===== config.mk =====
export PLATFORM = sky130hd
export DESIGN_NAME = ras_stack
export DESIGN_NICKNAME = d
export VERILOG_FILES = /design/src/rtl/ras_stack.sv
export SDC_FILE = /design/constraint.sdc
export NUM_CORES = 1
export LEC_CHECK = 0
export CORE_ASPECT_RATIO = 0.5
export CORE_MARGIN = 3
export CORE_UTILIZATION = 50
export CTS_CLUSTER_SIZE = 16
export DETAILED_ROUTE_END_ITERATION = 16
export PLACE_DENSITY = 0.83
export SYNTH_ARGS = -nofsm -noshare
export SYNTH_HDL_FRONTEND = slang
export SYNTH_SLANG_ARGS = --single-unit

===== constraint.sdc =====
create_clock -name clk_i -period 3.9 [get_ports clk_i]
set_input_delay 0.585 -clock clk_i [delete_from_list [all_inputs] [get_ports clk_i]]
set_output_delay 0.585 -clock clk_i [all_outputs]
set_load 0.1 [all_outputs]

===== src/rtl/ras_stack.sv =====
`default_nettype none
// ============================================================================
//  Module      : ras_stack
//  Description : Return address stack for the fetch stage. Keeps a circular
//                LIFO of predicted return targets, driven by the one-per-bundle
//                ras_ctrl/ras_data from the branch decoder. Exports the current
//                tos/occupancy/top as a per-bundle checkpoint and accepts a
//                restore of that checkpoint from execute on mispredict.
//  Ports       : clk_i, rst_i         clock, synchronous active-high reset
//                ras_valid_i          qualifies ras_ctrl_i
//                ras_ctrl_i           00 none, 01 push, 10 pop, 11 pop+push
//                ras_data_i           PC of the call/return instruction
//                recover_i            mispredict restore strobe
//                recover_tos_i/_cnt_i/_top_i  checkpoint being restored
//                top_data_o           predicted return target (mem[tos])
//                ckpt_tos_o/_cnt_o/_top_o     current (pre-update) checkpoint
//                empty_o              occupancy is zero
//                underflow_o          1-cycle pulse, pop applied while empty
//  Revision    : 1.0 - initial release
// ============================================================================
module ras_stack #(
    parameter int DEPTH = 8,
    parameter int PTR_W = 3,
    parameter int AW    = 64
) (
    input  logic             clk_i,
    input  logic             rst_i,
    input  logic             ras_valid_i,
    input  logic [1:0]       ras_ctrl_i,
    input  logic [AW-1:0]    ras_data_i,
    input  logic             recover_i,
    input  logic [PTR_W-1:0] recover_tos_i,
    input  logic [PTR_W:0]   recover_cnt_i,
    input  logic [AW-1:0]    recover_top_i,
    output logic [AW-1:0]    top_data_o,
    output logic [PTR_W-1:0] ckpt_tos_o,
    output logic [PTR_W:0]   ckpt_cnt_o,
    output logic [AW-1:0]    ckpt_top_o,
    output logic             empty_o,
    output logic             underflow_o
);

    localparam logic [1:0]     c_CTRL_PUSH    = 2'b01;
    localparam logic [1:0]     c_CTRL_POP     = 2'b10;
    localparam logic [1:0]     c_CTRL_POPPUSH = 2'b11;
    localparam logic [PTR_W:0] c_DEPTH_CNT    = (PTR_W+1)'(DEPTH);
    localparam logic [AW-1:0]  c_RET_OFS      = AW'(4);

    logic [AW-1:0]    r_mem [DEPTH];
    logic [PTR_W-1:0] r_tos;
    logic [PTR_W:0]   r_cnt;
    logic             r_underflow;

    logic [AW-1:0]    w_push_val;
    logic [PTR_W-1:0] w_tos_inc;
    logic [PTR_W-1:0] w_tos_dec;
    logic             w_empty;
    logic             w_full;
    logic [PTR_W:0]   w_rec_cnt;

    logic [PTR_W-1:0] w_tos_nxt;
    logic [PTR_W:0]   w_cnt_nxt;
    logic             w_wr_en;
    logic [PTR_W-1:0] w_wr_idx;
    logic [AW-1:0]    w_wr_data;
    logic             w_underflow_nxt;

    // Return target is the instruction after the call; carry out is dropped.
    assign w_push_val = ras_data_i + c_RET_OFS;
    assign w_tos_inc  = r_tos + PTR_W'(1);
    assign w_tos_dec  = r_tos - PTR_W'(1);
    assign w_empty    = (r_cnt == '0);
    assign w_full     = (r_cnt == c_DEPTH_CNT);
    // An out-of-range restored occupancy is treated as a full stack.
    assign w_rec_cnt  = (recover_cnt_i > c_DEPTH_CNT) ? c_DEPTH_CNT : recover_cnt_i;

    always_comb begin
        w_tos_nxt       = r_tos;
        w_cnt_nxt       = r_cnt;
        w_wr_en         = 1'b0;
        w_wr_idx        = r_tos;
        w_wr_data       = w_push_val;
        w_underflow_nxt = 1'b0;
        if (recover_i) begin
            // Restore drops any same-cycle decoder operation.
            w_tos_nxt = recover_tos_i;
            w_cnt_nxt = w_rec_cnt;
            w_wr_en   = 1'b1;
            w_wr_idx  = recover_tos_i;
            w_wr_data = recover_top_i;
        end else if (ras_valid_i) begin
            case (ras_ctrl_i)
                c_CTRL_PUSH: begin
                    // When full, tos wraps onto the oldest entry and overwrites it.
                    w_tos_nxt = w_tos_inc;
                    w_wr_en   = 1'b1;
                    w_wr_idx  = w_tos_inc;
                    w_cnt_nxt = w_full ? r_cnt : r_cnt + (PTR_W+1)'(1);
                end
                c_CTRL_POP: begin
                    if (w_empty) begin
                        w_underflow_nxt = 1'b1;
                    end else begin
                        // Popped entry is left in place.
                        w_tos_nxt = w_tos_dec;
                        w_cnt_nxt = r_cnt - (PTR_W+1)'(1);
                    end
                end
                c_CTRL_POPPUSH: begin
                    if (w_empty) begin
                        // Nothing to pop: degrade to a plain push and flag it.
                        w_tos_nxt       = w_tos_inc;
                        w_wr_en         = 1'b1;
                        w_wr_idx        = w_tos_inc;
                        w_cnt_nxt       = r_cnt + (PTR_W+1)'(1);
                        w_underflow_nxt = 1'b1;
                    end else begin
                        // Replace the top in place; tos and occupancy unchanged.
                        w_wr_en  = 1'b1;
                        w_wr_idx = r_tos;
                    end
                end
                default: ;
            endcase
        end
    end

    always_ff @(posedge clk_i) begin
        if (rst_i) begin
            r_tos       <= '0;
            r_cnt       <= '0;
            r_underflow <= 1'b0;
            for (int i = 0; i < DEPTH; i++) begin
                r_mem[i] <= '0;
            end
        end else begin
            r_tos       <= w_tos_nxt;
            r_cnt       <= w_cnt_nxt;
            r_underflow <= w_underflow_nxt;
            if (w_wr_en) begin
                r_mem[w_wr_idx] <= w_wr_data;
            end
        end
    end

    assign top_data_o  = r_mem[r_tos];
    assign ckpt_top_o  = top_data_o;
    assign ckpt_tos_o  = r_tos;
    assign ckpt_cnt_o  = r_cnt;
    assign empty_o     = w_empty;
    assign underflow_o = r_underflow;

endmodule
`default_nettype wire


After elaboration in Yosys (flattened, before gate mapping)
Memories as Yosys holds them, arrays and structs flattened. A register that Yosys moved wholly into a read port is not among the register bits.
Cells that the tools add are included.

operators by class
  reductions and logical operators = 9
  order comparisons = 1
  equality and inequality tests = 7
  bitwise operators = 2
  $add $sub $neg = 5
  mux-type cells = 30

operators by type and width
  cell                   count
  $mux 64                2
  $add 64x3->64 const B  1
  $reduce_or 64->1       1
  $mux 3                 9
  $mux 4                 6
  $pmux 4 s3             1
  $mux 1                 10
  $ne 3x3->1 const B     3
  $pmux 3 s3             1
  $pmux 3 s2             1
  $reduce_and 5->1       1
  $add 4x1->4 const B    1
  $eq 2x2->1 const B     2
  $eq 4x4->1 const B     1
  $gt 4x4->1 const B     1
  $logic_not 4->1        1
  $reduce_bool 4->1      1
  $reduce_or 2->1        2
  $reduce_or 4->1        1
  $sub 4x1->4 const B    1
  $add 3x1->3 const B    1
  $reduce_and 3->1       1
  $sub 3x1->3 const B    1
  $eq 2x1->1 const B     1
  2 further kinds        3

storage, ports and cells
  flip-flop bits (word level) = 8
  memory bits (writable) = 512
  memories kept = 1
  output and inout port bits = 137
  logic and storage cells = 58

memory list
  name   depth  width  read ports  clocked after memory_dff  wr ports  line  source
  r_mem  8      64     1           1                         8         49    logic [AW-1:0] r_mem [DEPTH];

Logic depth before layout (Yosys ltp)
Gate-level depths: netlist of run 1.

  depth after elaboration = 10
  mapped depth = 10

Worst setup path after synthesis of run 1
No wires, ideal clock.

  path type = flip-flop to flip-flop
  start = reg r_cnt[3] (netlist: ckpt_cnt_o[3])
  end = mem r_mem[2][0], enable pin
  cell stages (with the launch flop) = 9
  library setup time = 0.424 ns
  path buffers = 2
  arrival time = 3.871 ns
  slack = -0.394 ns
  cell sequence = dfxtp_1 o41a_1 xnor2_1 or2_2 a211oi_1 o21ai_1 buf_2 buf_2 nand2_1

RTL lines
  item                      line  source
  start: declaration        51    logic [PTR_W:0] r_cnt;
  start signal: assignment  138   r_cnt <= w_cnt_nxt;
  end: declaration          49

==> results of run 1 <==
-- cells in the mapped netlist, types with 9 or more instances --
library cell and n:
nor2_1 537, edfxtp_1 512, mux4_2 128, buf_4 67, mux2_2 65, nand2_1 59
buf_2 48, clkbuf_1 40, mux2i_1 38, xnor2_1 35, nand3_1 28, nand4_1 27
a21oi_1 21, buf_1 20, nor3_1 20, and3_1 19, nor4_1 17, xor2_1 13
and4_1 12, dfxtp_1 11, nand2b_1 10, inv_1 9, o21ai_0 9
-- critical path, stage by stage (launching register included) --
cell and delay, ns:
dfxtp_4 0.62, buf_12 0.36, mux4_2 0.56, mux2_2 0.33, buf_4 0.25
-- cells in the final DEF (no fill, tap or decap), types with 28 or more instances in the layout --
| master | instances |
|---|---|
| nand3_1 | 28 |
| mux4_2 | 128 |
| mux2i_1 | 38 |
| xnor2_1 | 35 |
| edfxtp_1 | 512 |
| clkbuf_16 | 47 |
| buf_4 | 179 |
| clkdlybuf4s50_1 | 147 |
| nand2_1 | 45 |
| nor2_1 | 537 |
| mux2_2 | 65 |
-- kinds of logic after synthesis --
group / Yosys count / share of synthesized area [%]
buffers and inverters: 191 / 4.27
XOR/XNOR: 48 / 1.67
AO/OA/AOI/OAI: 82 / 2.72
AND/OR/NAND/NOR: 758 / 13.0
flip-flops: 523 / 62.0
multiplexers: 232 / 15.9
adder cells (fa/ha/maj): 6 / 0.329
-- area by class of cell --
type / count / share of cell area [%]
well taps: 649 / 2.73
clock inverters: 27 / 0.794
multi-input cells: 1126 / 28.7
diodes: 5 / 0.0420
inverters: 10 / 0.126
clock buffers: 56 / 4.13
repair buffers: 350 / 11.1
flip-flops and latches: 523 / 52.4
-- where the power goes --
group | total, mW | internal [mW] | switching, mW
Clock | 4.50 | 2.41 | 2.09
Sequential | 6.63 | 6.49 | 0.138
Combinational | 3.74 | 1.02 | 2.72
-- metrics by stage --
step | worst slack, ns | cells | hold slack, ns
global placement | 0.263 | 2658 | 0.606
global route | 0.419 | 2744 | 0.475
CTS | 0.497 | 2741 | 0.452
floorplan | 0.215 | 1840 | 0.756
detailed placement | 0.189 | 2658 | 0.621
finish | 0.532 | 2746 | 0.464
-- flip-flops by register name, summed over array words and instances (netlist names), named ones only --
| name | count |
|---|---|
| ckpt_cnt_o | 4 |
| underflow_o | 1 |
| r_mem | 512 |
| ckpt_tos_o | 3 |
-- per-layer routing --
layer  vias up  part of all wire [%]  global-route usage, %
li1       7191                     -                      -
met1      8500                    33                   32.8
met2      1270                    51                   46.1
met3       235                    11                   4.38
met4         0                   5.0                   13.2
met5         -                     0                      0
-- worst max path at each step --
stage | endpoint | start
6_report | ckpt_top_o[24] | flip-flop
5_1_grt | top_data_o[24] | flip-flop
4_1_cts | top_data_o[28] | flip-flop
3_5_place_dp | r_mem[6][58] | ras_data_i[2]
3_3_place_gp | r_mem[2][60] | ras_data_i[2]
2_1_floorplan | r_mem[2][0] | ckpt_cnt_o[3]
==> run summary, run 1 <==
clock sink count = 523
Root Driver = clkbuf_16
first-pass GRT wire length = 106000 um
Initial DRT Pass Iterations = 8
TritonCTS clock tree = done
CP Capture Type = primary output
drt wl/cell = 25.9 um
layout net count = 2205
Clk Latency, worst-skew pair = 0.58 ns
Post-Syn Instances = 1840
gr usage total = 26.6%
port bufs = 277
setup bufs post-CTS = 0
data required time at the worst endpoint = 3.31 ns
vias in the first global route = 17900
Post-CTS Resized = 0
Tmin final = 3.37 ns
worst hold start = recover_i
Mean Syn Cell Area = 13.7 sq um
Post-synth EDFFs = 512
total gr overflow = 0
critical path arrival = 2.78 ns
Seq. cell area = 15600 sq um
worst-margin pin slew = 1.05 ns
# Max-Cap Violations = 0
asr flop ratio synth = 0%
Final Hold Viols = 0
fin crit share = 86.3%
final antenna-violating net count = 0
Area Overhead vs Synth = 18.5%
Yosys warnings = 0
clk buf depth = 3
area of the multi-input gates = 8560 sq um
Reg clk slew, reported paths = 0.06 ns
Yosys reg bits = 523
Critical R2R Launch = ckpt_cnt_o[3]
Layout fillers = 3507
largest net degree at the start of global routing = 67
r2r endpoint = r_mem[2][24]
syn nets = 1987
worst reg2reg path depth = 6
DRT Wirelength = 71200 um
Leak = 10.8 nW
TritonCTS Buffers = 47
PnR Total Power = 14.9 mW
residual DRC count = 0
Setup TNS Final = 0 ns
vias = 17200
PD cells = 499 nW/um^2
CTS Hold Bufs = 0
register area share after synthesis = 62.0%
Finished Core Util = 60.7%
critical path peak fanout = 42
initial drt markers = 2258
Worst VDD drop = 371 uV
Cell variety after synth = 67
Netlist Area Pre-Place = 25100 sq um
Finish-stage setup viols = 0
vias per cell = 6.26
Ports = 278
die height = 165 um
Placeable Area = 49100 sq um
relative slew slack = 30.0%
post-synth top area share = 61.2%
area post-placement = 28300 sq um
unrepaired setup endpoints after global routing = false
status = finished clean
cell area after layout = 29800 sq um
Die Width = 323 um
Detailed Place HPWL = 42400 um
Initial Util = 51.2%
Clock Skew = 0.0149 ns
Final Max Slew Viols = 0
Critical Path Source Type = flip-flop
Max Clock Freq = 0.297 GHz
RD Place Congestion = 0.889
hold depth = 3
Core Rows = 57
worst setup path class = flip-flop to primary output
layout cell share with drive strength beyond 1 = 24.2%
H-tree depth = 2
Synth Flop Type = edfxtp_1
die area = 53200 sq um
area leader, netlist = edfxtp_1
initial antenna violation count = 3
type of the most critical hold path = input port to flip-flop
top cells by area, synth = edfxtp_1 (61%), mux4_2 (11%), nor2_1 (8.0%)
flop-to-flop setup slack = 0.89 ns
Note: power is estimated with default switching activity, not from simulation.
==> run 2: changes to the inputs <==
--- a/config.mk
+++ b/config.mk
@@ -10,7 +10,8 @@
 export CORE_UTILIZATION = 50
 export CTS_CLUSTER_SIZE = 16
 export DETAILED_ROUTE_END_ITERATION = 16
-export PLACE_DENSITY = 0.83
+export PLACE_DENSITY = 0.8
+export SETUP_SLACK_MARGIN = 0.05
 export SYNTH_ARGS = -nofsm -noshare
 export SYNTH_HDL_FRONTEND = slang
 export SYNTH_SLANG_ARGS = --single-unit
==> constraint.sdc (replaced) <==
create_clock -name clk_i -period 4.2 [get_ports clk_i]
set_input_delay 0.63 -clock clk_i [delete_from_list [all_inputs] [get_ports clk_i]]
set_output_delay 0.63 -clock clk_i [all_outputs]
set_load 0.1 [all_outputs]
==> run summary, run 2 (synthesized netlist as in run 1, its figures left out) <==
status = finished clean
critical path peak fanout = 37 (-12%)
TritonCTS Buffers = 47 (unchanged)
Initial DRT Pass Iterations = 6 (-2)
layout net count = 2192 (-0.59%)
commonest cells after routing, fill and taps aside = nor2_1 (537), edfxtp_1 (512), buf_4 (161)
Initial Util = 51.2% (unchanged)
Die Width = 323 um (unchanged)
Worst VDD drop = 260 uV (-30%)
setup bufs post-CTS = 0 (unchanged)
Final Max Slew Viols = 0 (unchanged)
unrepaired setup endpoints after global routing = false
H-tree depth = 2 (unchanged)
area post-placement = 28200 sq um (-0.51%)
gr usage total = 26.4% (-0.24 points)
Clk Latency, worst-skew pair = 0.58 ns (about the same)
vias = 17000 (-1.3%)
worst-margin pin slew = 1.06 ns (+0.0139 ns)
flop-to-flop setup slack = 1.10 ns (+0.21 ns)
clock sink count = 523 (unchanged)
residual DRC count = 0 (unchanged)
net switching power = 4.53 mW (-8.4%)
vias per cell = 6.21 (-0.75%)
die area = 53200 sq um (unchanged)
r2r endpoint = r_mem[6][6]
PD cells = 470 nW/um^2 (-5.8%)
Core Rows = 57 (unchanged)
port bufs = 277 (unchanged)
initial antenna violation count = 4 (+1)
worst reg2reg path depth = 7 (+1)
CP Capture Type = primary output
Final Hold Viols = 0 (unchanged)
die height = 165 um (unchanged)
Comb pwr share = 24.7% (-0.5 points)
cell area after layout = 29700 sq um (-0.34%)
met3 WL = 7140 um (-9.1%)
Finish-stage setup viols = 0 (unchanged)
Root Driver = clkbuf_16
Flop pwr share = 44.0% (-0.6 points)
clk buf depth = 3 (unchanged)
Ports = 278 (unchanged)
data required time at the worst endpoint = 3.57 ns (+0.26 ns)
initial drt markers = 2238 (-0.89%)
layout cell share with drive strength beyond 1 = 23.1% (-1.2 points)
Max Clock Freq = 0.271 GHz
final antenna-violating net count = 0 (unchanged)
fin crit share = 87.7%
RD Place Congestion = 0.881 (-0.93%)
WHS = 0.512 ns (+0.0482 ns)
Clock Skew = 0.0211 ns (+0.00616 ns)
first-pass GRT wire length = 104000 um (-1.6%)
Largest stage delay, worst path = 0.99 ns (+0.37 ns)
Critical Path Sink = top_data_o[2]
Leak = 10.7 nW (-0.73%)
max reg flops = 512 (unchanged)
Seq. cell area = 15600 sq um (unchanged)
highest routed metal layer = met4
DRT Wirelength = 70600 um (-0.77%)
total gr overflow = 0 (unchanged)
Critical R2R Launch = ckpt_cnt_o[3]
CTS Hold Bufs = 0 (unchanged)
area of the multi-input gates = 8560 sq um (unchanged)
Tmin final = 3.69 ns
most common cell after layout, fill and taps aside = nor2_1
critical path arrival = 3.06 ns (+0.28 ns)
routed length on met2 = 35800 um (-1.5%)
crit-path cells = mux4_2 > mux2_2 > clkdlybuf4s50_1
Post-CTS Resized = 0 (unchanged)
vias in the first global route = 17100 (-4.7%)
type of the most critical hold path = input port to flip-flop
Reg clk slew, reported paths = 0.06 ns (about the same)
worst setup path class = flip-flop to primary output
Critical Path Source Type = flip-flop
Detailed Place HPWL = 42900 um (+1.1%)
Placeable Area = 49100 sq um (unchanged)
# Max-Cap Violations = 0 (unchanged)
Layout fillers = 3540 (+0.94%)
Area Overhead vs Synth = 18.1%
sw frac = 32.5% (-0.82 points)
Pint = 9.43 mW (-4.9%)
drt wl/cell = 25.9 um (-0.22%)
slowest stage cell on the critical path = clkdlybuf4s50_1
most flop-heavy register = r_mem
relative slew slack = 29.1% (-0.93 points)
TritonCTS clock tree = done
largest net degree at the start of global routing = 75 (+12%)
WL met1 = 24500 um (+4.4%)
clock network power share = 31.3% (+1.1 points)
Setup TNS Final = 0 ns (unchanged)
[run 2: routing by layer]
metal	global-route usage, %	vias to the layer above
met5	0	-
met4	11.7	0
met3	4.14	208
met2	45.6	1130
met1	33.3	8462
li1	-	7173
[run 2: per-stage QoR]
step | total power [mW] | worst slack [ns] | cells | utilization, %
2_1_floorplan | 8.88 | 0.0697 | 1840 | -
3_3_place_gp | 9.65 | 0.438 | 2645 | 57.4
6_report | 14.0 | 0.515 | 2731 | 60.5
3_5_place_dp | 9.70 | 0.358 | 2645 | 57.4
5_1_grt | 14.3 | 0.455 | 2731 | 60.5
4_1_cts | 14.0 | 0.487 | 2726 | 60.5
[run 2: area by class of cell]
class,instances,area share [%]
sequential,523,52.6
clock buffer,54,4.05
antenna,5,0.0421
tap,649,2.73
inverter,10,0.126
clock inverter,27,1.03
timing repair buffer,337,10.6
multi-input combinational,1126,28.8
[run 2: power by group through the flow]
stage / Sequential [mW] / Clock (mW) / Combinational (mW)
2_1_floorplan: 6.24 / 0 / 2.63
3_3_place_gp: 6.23 / 0 / 3.42
3_5_place_dp: 6.25 / 0 / 3.44
4_1_cts: 6.14 / 4.38 / 3.46
5_1_grt: 6.16 / 4.58 / 3.57
6_report: 6.14 / 4.37 / 3.45
[run 2: how the worst min path moves through the flow]
| stage | start | endpoint | slack (ns) | cells after the start |
|---|---|---|---|---|
| 2_1_floorplan | ras_ctrl_i[1] | underflow_o | 0.80 | 1 |
| 3_3_place_gp | ckpt_cnt_o[1] | ckpt_cnt_o[1] | 0.60 | 2 |
| 3_5_place_dp | ckpt_cnt_o[1] | ckpt_cnt_o[1] | 0.64 | 2 |
| 4_1_cts | recover_i | ckpt_tos_o[0] | 0.49 | 2 |
| 5_1_grt | recover_i | ckpt_tos_o[0] | 0.51 | 2 |
| 6_report | recover_i | flip-flop | 0.51 | 2 |
[run 2: critical path, delay by kind of cell, from the launching register on]
kind | cells | cell delay, ns
buffers and inverters | 1 | 0.99
flip-flops | 1 | 0.74
multiplexers | 2 | 0.72
